File: src/rtl/mips_pkg.sv
// Shared types and constants for the MIPS front end.
package mips_pkg;

  localparam logic [31:0] NOP_INST         = 32'h0000_0000;
  localparam logic [31:0] DEFAULT_RESET_PC = 32'h0000_0000;

  typedef enum logic [1:0] {
    IDLE    = 2'd0,
    WAIT    = 2'd1,
    DISCARD = 2'd2
  } ifq_state_t;

  typedef struct packed {
    logic [31:0] pc;
    logic [31:0] inst;
  } ifq_entry_t;

endpackage

File: src/rtl/ifq_fifo.sv
// Prefetch queue storage: DEPTH-entry FIFO of {pc, inst}; flush beats push/pop.
module ifq_fifo
  import mips_pkg::*;
#(
  parameter int unsigned DEPTH = 4
) (
  input  logic                       clk,
  input  logic                       rst,
  input  logic                       flush,
  input  logic                       push,
  input  logic                       pop,
  input  ifq_entry_t                 push_data,
  output logic [$clog2(DEPTH):0]     count,
  output ifq_entry_t                 head
);

  localparam int unsigned AW = $clog2(DEPTH);
  localparam int unsigned CW = AW + 1;

  ifq_entry_t          mem_q [DEPTH];
  logic [AW-1:0]       rd_ptr_q;
  logic [AW-1:0]       wr_ptr_q;
  logic [CW-1:0]       count_q;

  // Entry storage; a flushed push is simply never written.
  always_ff @(posedge clk) begin
    if (push && !flush) begin
      mem_q[wr_ptr_q] <= push_data;
    end
  end

  // Pointers and occupancy; pointers wrap naturally because DEPTH is a power of two.
  always_ff @(posedge clk) begin
    if (rst || flush) begin
      rd_ptr_q <= '0;
      wr_ptr_q <= '0;
      count_q  <= '0;
    end else begin
      if (push) wr_ptr_q <= wr_ptr_q + AW'(1);
      if (pop)  rd_ptr_q <= rd_ptr_q + AW'(1);
      count_q <= count_q + CW'(push) - CW'(pop);
    end
  end

  assign count = count_q;
  assign head  = mem_q[rd_ptr_q];

endmodule

File: src/rtl/ifetch_queue.sv
// Instruction fetch unit with prefetch queue feeding decode.
// Optional feature macro IFQ_BYPASS_EN: forwards a zero-wait response straight
// to decode when the queue is empty.
module ifetch_queue
  import mips_pkg::*;
#(
  parameter int unsigned DEPTH    = 4,
  parameter logic [31:0] RESET_PC = DEFAULT_RESET_PC
) (
  input  logic        clk,
  input  logic        rst,
  output logic        imem_req,
  output logic [31:0] imem_addr,
  input  logic        imem_ack,
  input  logic [31:0] imem_rdata,
  input  logic        redirect,
  input  logic [31:0] redirect_pc,
  output logic        d_valid,
  input  logic        d_ready,
  output logic [31:0] d_inst,
  output logic [31:0] d_pc
);

  localparam int unsigned CW      = $clog2(DEPTH) + 1;
  localparam logic [CW-1:0] DEPTH_C = CW'(DEPTH);

  ifq_state_t    state_q, state_d;
  logic [31:0]   fetch_pc_q, fetch_pc_d;
  logic [31:0]   addr_q, addr_d;
  logic [31:0]   pc_inc;
  logic [CW-1:0] count;
  logic [CW-1:0] count_next;
  ifq_entry_t    head;
  ifq_entry_t    push_data;
  logic          ack_wait;
  logic          byp;
  logic          deq;
  logic          push;
  logic          pop;
  logic          room;

  ifq_fifo #(.DEPTH(DEPTH)) u_fifo (
    .clk       (clk),
    .rst       (rst),
    .flush     (redirect),
    .push      (push),
    .pop       (pop),
    .push_data (push_data),
    .count     (count),
    .head      (head)
  );

  assign ack_wait = (state_q == WAIT) && imem_ack;
  assign pc_inc   = fetch_pc_q + 32'd4;

`ifdef IFQ_BYPASS_EN
  assign byp = (count == '0) && ack_wait && !redirect;
`else
  assign byp = 1'b0;
`endif

  // Decode-side view of the queue head (or the bypassed response).
  assign d_valid = !redirect && ((count != '0) || byp);
  assign d_inst  = !d_valid ? NOP_INST : (byp ? imem_rdata : head.inst);
  assign d_pc    = !d_valid ? 32'h0    : (byp ? fetch_pc_q : head.pc);

  // Queue traffic; a consumed bypass entry never touches the FIFO.
  assign deq        = d_valid && d_ready;
  assign push       = ack_wait && !redirect && !(byp && d_ready);
  assign pop        = deq && !byp;
  assign push_data  = '{pc: fetch_pc_q, inst: imem_rdata};
  assign count_next = count + CW'(push) - CW'(pop);
  assign room       = count_next < DEPTH_C;

  // Next-state, fetch PC and request address.
  always_comb begin
    state_d    = state_q;
    fetch_pc_d = fetch_pc_q;
    addr_d     = addr_q;
    if (redirect) begin
      fetch_pc_d = {redirect_pc[31:2], 2'b00};
    end
    case (state_q)
      IDLE: begin
        if (!redirect && room) begin
          state_d = WAIT;
          addr_d  = fetch_pc_q;
        end
      end
      WAIT: begin
        if (redirect) begin
          state_d = imem_ack ? IDLE : DISCARD;
        end else if (imem_ack) begin
          fetch_pc_d = pc_inc;
          if (room) begin
            addr_d = pc_inc;
          end else begin
            state_d = IDLE;
          end
        end
      end
      DISCARD: begin
        if (imem_ack) begin
          state_d = IDLE;
        end
      end
      default: state_d = IDLE;
    endcase
  end

  // State, fetch PC and request address registers.
  always_ff @(posedge clk) begin
    if (rst) begin
      state_q    <= IDLE;
      fetch_pc_q <= RESET_PC;
      addr_q     <= RESET_PC;
    end else begin
      state_q    <= state_d;
      fetch_pc_q <= fetch_pc_d;
      addr_q     <= addr_d;
    end
  end

  assign imem_req  = (state_q != IDLE);
  assign imem_addr = addr_q;

endmodule

File: config.mk
export PLATFORM = sky130hd
export DESIGN_NAME = ifetch_queue
export DESIGN_NICKNAME = d
export VERILOG_FILES = /design/src/rtl/mips_pkg.sv /design/src/rtl/ifq_fifo.sv /design/src/rtl/ifetch_queue.sv
export SDC_FILE = /design/constraint.sdc
export NUM_CORES = 1
export LEC_CHECK = 0
export ABC_AREA = 1
export CAP_MARGIN = 5
export CORE_ASPECT_RATIO = 1.1
export CORE_MARGIN = 1
export CORE_UTILIZATION = 56
export CTS_CLUSTER_DIAMETER = 60
export DETAILED_ROUTE_END_ITERATION = 8
export PLACE_DENSITY = 0.77
export SYNTH_ARGS = -nofsm -noshare
export SYNTH_HDL_FRONTEND = slang
export SYNTH_SLANG_ARGS = --single-unit
export TNS_END_PERCENT = 1
File: constraint.sdc
create_clock -name clk -period 6.3 [get_ports clk]
set_input_delay 1.26 -clock clk [delete_from_list [all_inputs] [get_ports clk]]
set_output_delay 1.26 -clock clk [all_outputs]
set_load 0.02 [all_outputs]
==> flow_summary_export.csv <==
group,metric,value,unit
finish,antenna_cells_inserted,0,
grt,grt_antenna_before_repair,1,
logic_synthesis,synth_seq_area_share,0.6520,
grt,gr_util_all_layers,0.2554,
finish,syn2layout_area_growth,20.88,%
logic_synthesis,top_post_synthesis_cells_by_area,"sky130_fd_sc_hd__edfxtp_1 55%, sky130_fd_sc_hd__dfxtp_1 11%, sky130_fd_sc_hd__nor2_1 8.6%",
sta,tns,0,ns
clocking,cts.repair_timing.setup_buffer_count,0,
logic_synthesis,syn-instance-count,1426,
worst_setup_path,worst_setup_ep_type,"primary output",
sta,finalWorstPathRequiredPeriod,5.037,ns
worst_setup_path,ff2ff_path_depth,13,
job,cap_violations,0,
placement,replace_congestion,0.8797,
finish,layout.cells.most_common_list,"320 x sky130_fd_sc_hd__nor2_1, 256 x sky130_fd_sc_hd__edfxtp_1, 184 x sky130_fd_sc_hd__nand2_1, 177 x sky130_fd_sc_hd__o21ai_0, 164 x sky130_fd_sc_hd__clkdlybuf4s50_1",
min_path,min_to,"imem_addr[7]",
die,fp.coreArea,0.02455,mm^2
finish,share_of_post_route_cells_with_drive_strength_above_1,0.05919,
sta,finalSetupViolCount,0,
min_path,timing.hold.worst_path_depth,2,
worst_setup_path,timing.rr.end,"imem_addr[8]",
routing,route.detailed.drc,0,
logic_synthesis,synth_top_family_by_area,"simple AND/OR/NAND/NOR gates",
logic_synthesis,postSynthRegisterBits,331,
worst_setup_path,cp.required,5.04,ns
logic_synthesis,synth.yosys.warnings,0,
min_path,hold_class,"reg2reg",
logic_synthesis,yosysUniqueCellTypes,35,
logic_synthesis,synth_compound_gate_area_share,0.1247,
sta,rsz0062_at_grt,"no",
finish,finish.net_count,1640,
logic_synthesis,synth_top_cell_by_area,"sky130_fd_sc_hd__edfxtp_1",
clocking,cts_tree,"done",
worst_setup_path,critical_path_class,"in2out",
logic_synthesis,synth_top_area_frac,0.5455,
clocking,numCtsBuffers,34,
finish,multi_input_gate_area,0.004284,mm^2
placement,place.port_buffers,164,
clocking,clockRootBuffer,"sky130_fd_sc_hd__clkbuf_16",
power,maximum_ir_drop_on_the_vdd_rail,0.0001734,V
die,die_y,168.4,um
sta,timing.final.crit_share,0.7996,
clocking,cts.reportedPaths.clkPinSlew,0.06,ns
clocking,clock_latency_on_the_worst_skew_pair,0.51,ns
finish,ff_latch_area,0.009194,mm^2
sta,maxSlewHeadroom,0.2282,
placement,place.detailed.hpwl,19.01,mm
logic_synthesis,area_fraction_in_and_or_nand_and_nor_cells_after_synthesis,0.1634,
die,io_pins,167,
finish,finalCoreUtilization,0.6939,
routing,detailed_router_iteration_count_before_antenna_repair,6,
clocking,ctsResizeCount,0,
status,run_status,"finished clean",
worst_setup_path,critical_path_arrival,3.78,ns
logic_synthesis,synthesis.nets,1503,
clocking,clock_sink_count,331,
sta,maxClockFrequency,198.5,MHz
worst_setup_path,cp-start-kind,"input pin",
logic_synthesis,mappedNetlistArea,0.01409,mm^2
clocking,h-tree-depth,2,
logic_synthesis,synth.mux.area_fraction,0,
logic_synthesis,adder_cell_share_of_the_synthesized_area,0.007636,
die,die_area,0.02580,mm^2
worst_setup_path,startpoint_of_the_most_critical_register_to_register_path,"u_fifo.count[1]",
die,row_count,60,
logic_synthesis,xor_xnor_share_of_the_synthesized_area,0.006126,
sta,slew_at_the_pin_closest_to_its_max_slew_limit,1.156,ns
routing,route.detailed.wl_per_inst,17.43,um
die,floorplan.initialDensity,0.5741,
sta,finalClockSkew,0.01783,ns
routing,detail-route-antenna-nets,0,
grt,grt.overflow.total,0,
logic_synthesis,synth.avg_cell_area,9.882,um^2
finish,final_common_cell,"sky130_fd_sc_hd__nor2_1",
grt,number_of_global_route_vias_before_repair,10060,
clocking,cts_buffer_depth,3,
sta,timing.final.hold_violations,0,
power,power.density_cell_area,271.2,mW/mm^2
grt,grt_pass1_wl,51.72,mm
routing,total_length_of_routed_wires,33.08,mm
routing,dr_total_vias,10550,
worst_setup_path,critical_path.max_fanout,34,
die,chipWidth,153.3,um
sta,timing_max_transition_violations_final,0,
power,power.static_leakage,6.134,nW
routing,drt_iter0_drc,779,
grt,grt_start_max_net_pins,83,
worst_setup_path,regToRegSetupSlack,3.38,ns
finish,layout.filler_cells,1801,
clocking,holdBufCountCts,0,
min_path,hold_path_startpoint,"imem_addr[7]",
routing,vias_per_cell,5.559,
-- where the power goes --
part | internal, mW | switching, mW | leakage, nW | total (mW)
clock | 1.11 | 0.773 | 0.516 | 1.89
sequential | 2.40 | 0.0505 | 2.93 | 2.45
combinational | 0.123 | 0.163 | 2.68 | 0.286
total | 3.63 | 0.987 | 6.13 | 4.62
-- stage by stage --
stage                     instances  setup WS (ns)  cell area, um^2  hold slack, ns  power [mW]
after detailed placement       1837          1.284            15990          0.4595       2.772
final                          1898          1.263            17040          0.4683       4.620
after floorplan                1426          1.171            14090          0.4558       2.632
after global placement         1837          1.306            15990          0.4596       2.765
after global routing           1898          1.192            17040          0.4887       4.787
after CTS                      1898          1.295            17040          0.4718       4.649
-- final cells by class --
class	count	share of cell area
Tap cell	310	0.02277
Clock buffer	50	0.05729
Inverter	83	0.01836
Multi-Input combinational cell	932	0.2515
Timing Repair Buffer	181	0.1061
Clock inverter	11	0.004333
Sequential cell	331	0.5397
-- worst max-delay path: stages --
cell and delay [ns]:
sky130_fd_sc_hd__clkdlybuf4s50_1 0.47, sky130_fd_sc_hd__a31oi_1 0.33, sky130_fd_sc_hd__inv_2 0.37, sky130_fd_sc_hd__buf_4 0.39
sky130_fd_sc_hd__a21oi_1 0.28, sky130_fd_sc_hd__clkdlybuf4s50_1 0.66
-- layer usage --
metal,vias up,track usage,share of wire,wire (um)
li1,5102,-,-,-
met1,4967,0.3410,0.42,13970
met2,419,0.4241,0.48,15820
met3,63,0.03964,0.072,2372
met4,0,0.09486,0.027,909
met5,-,0,0,0
-- cell usage after synthesis --
library cell and n:
sky130_fd_sc_hd__nand4_1 2, sky130_fd_sc_hd__o21ai_1 10, sky130_fd_sc_hd__nand3b_1 3, sky130_fd_sc_hd__a31oi_1 4, sky130_fd_sc_hd__xor2_2 1, sky130_fd_sc_hd__a311oi_1 2
sky130_fd_sc_hd__nand2_2 5, sky130_fd_sc_hd__xor2_1 8, sky130_fd_sc_hd__buf_6 1, sky130_fd_sc_hd__nor2_1 324, sky130_fd_sc_hd__edfxtp_1 256, sky130_fd_sc_hd__o21ai_0 177
sky130_fd_sc_hd__a22oi_1 1, sky130_fd_sc_hd__and2_1 2, sky130_fd_sc_hd__buf_1 8, sky130_fd_sc_hd__nand3_2 1, sky130_fd_sc_hd__buf_4 2, sky130_fd_sc_hd__inv_1 76
sky130_fd_sc_hd__dfxtp_1 75, sky130_fd_sc_hd__nor2_8 1, sky130_fd_sc_hd__fa_1 1, sky130_fd_sc_hd__inv_2 7, sky130_fd_sc_hd__a211oi_1 3, sky130_fd_sc_hd__nand2_1 184
sky130_fd_sc_hd__ha_1 7, sky130_fd_sc_hd__a21oi_2 1, sky130_fd_sc_hd__nand2_4 1, sky130_fd_sc_hd__nor3_1 1, sky130_fd_sc_hd__nand3_1 34, sky130_fd_sc_hd__buf_2 18
sky130_fd_sc_hd__nor2_2 4, sky130_fd_sc_hd__nor3b_1 1, sky130_fd_sc_hd__nor2_4 6, sky130_fd_sc_hd__a21oi_1 148, sky130_fd_sc_hd__clkbuf_1 51
-- worst max path at each step --
stage	to	cells past startpoint	slack, ns	startpoint
2_1_floorplan	u_fifo.mem_q[0][0]	7	1.17	redirect
3_3_place_gp	d_pc[10]	6	1.31	redirect
3_5_place_dp	d_pc[10]	6	1.28	redirect
4_1_cts	d_pc[10]	6	1.29	redirect
5_1_grt	d_pc[10]	6	1.19	redirect
6_report	d_pc[10]	6	1.26	redirect
-- sequential cells by signal, indices dropped and copies added (netlist names), named ones only --
name and flops:
fetch_pc_q 32, imem_addr 32, state_q 2, u_fifo.count 3, u_fifo.mem_q 256, u_fifo.rd_ptr_q 2
u_fifo.wr_ptr_q 2
-- logic make-up (layout without fill, tap and decap cells) --
logic type / after synthesis / after routing
AO/OA/AOI/OAI: 346 / 346
XOR/XNOR: 9 / 9
adder cells (fa/ha/maj): 8 / 8
buffers and inverters: 163 / 325
flip-flops: 331 / 331
AND/OR/NAND/NOR: 569 / 569
Power figures use the tool's default switching activity.
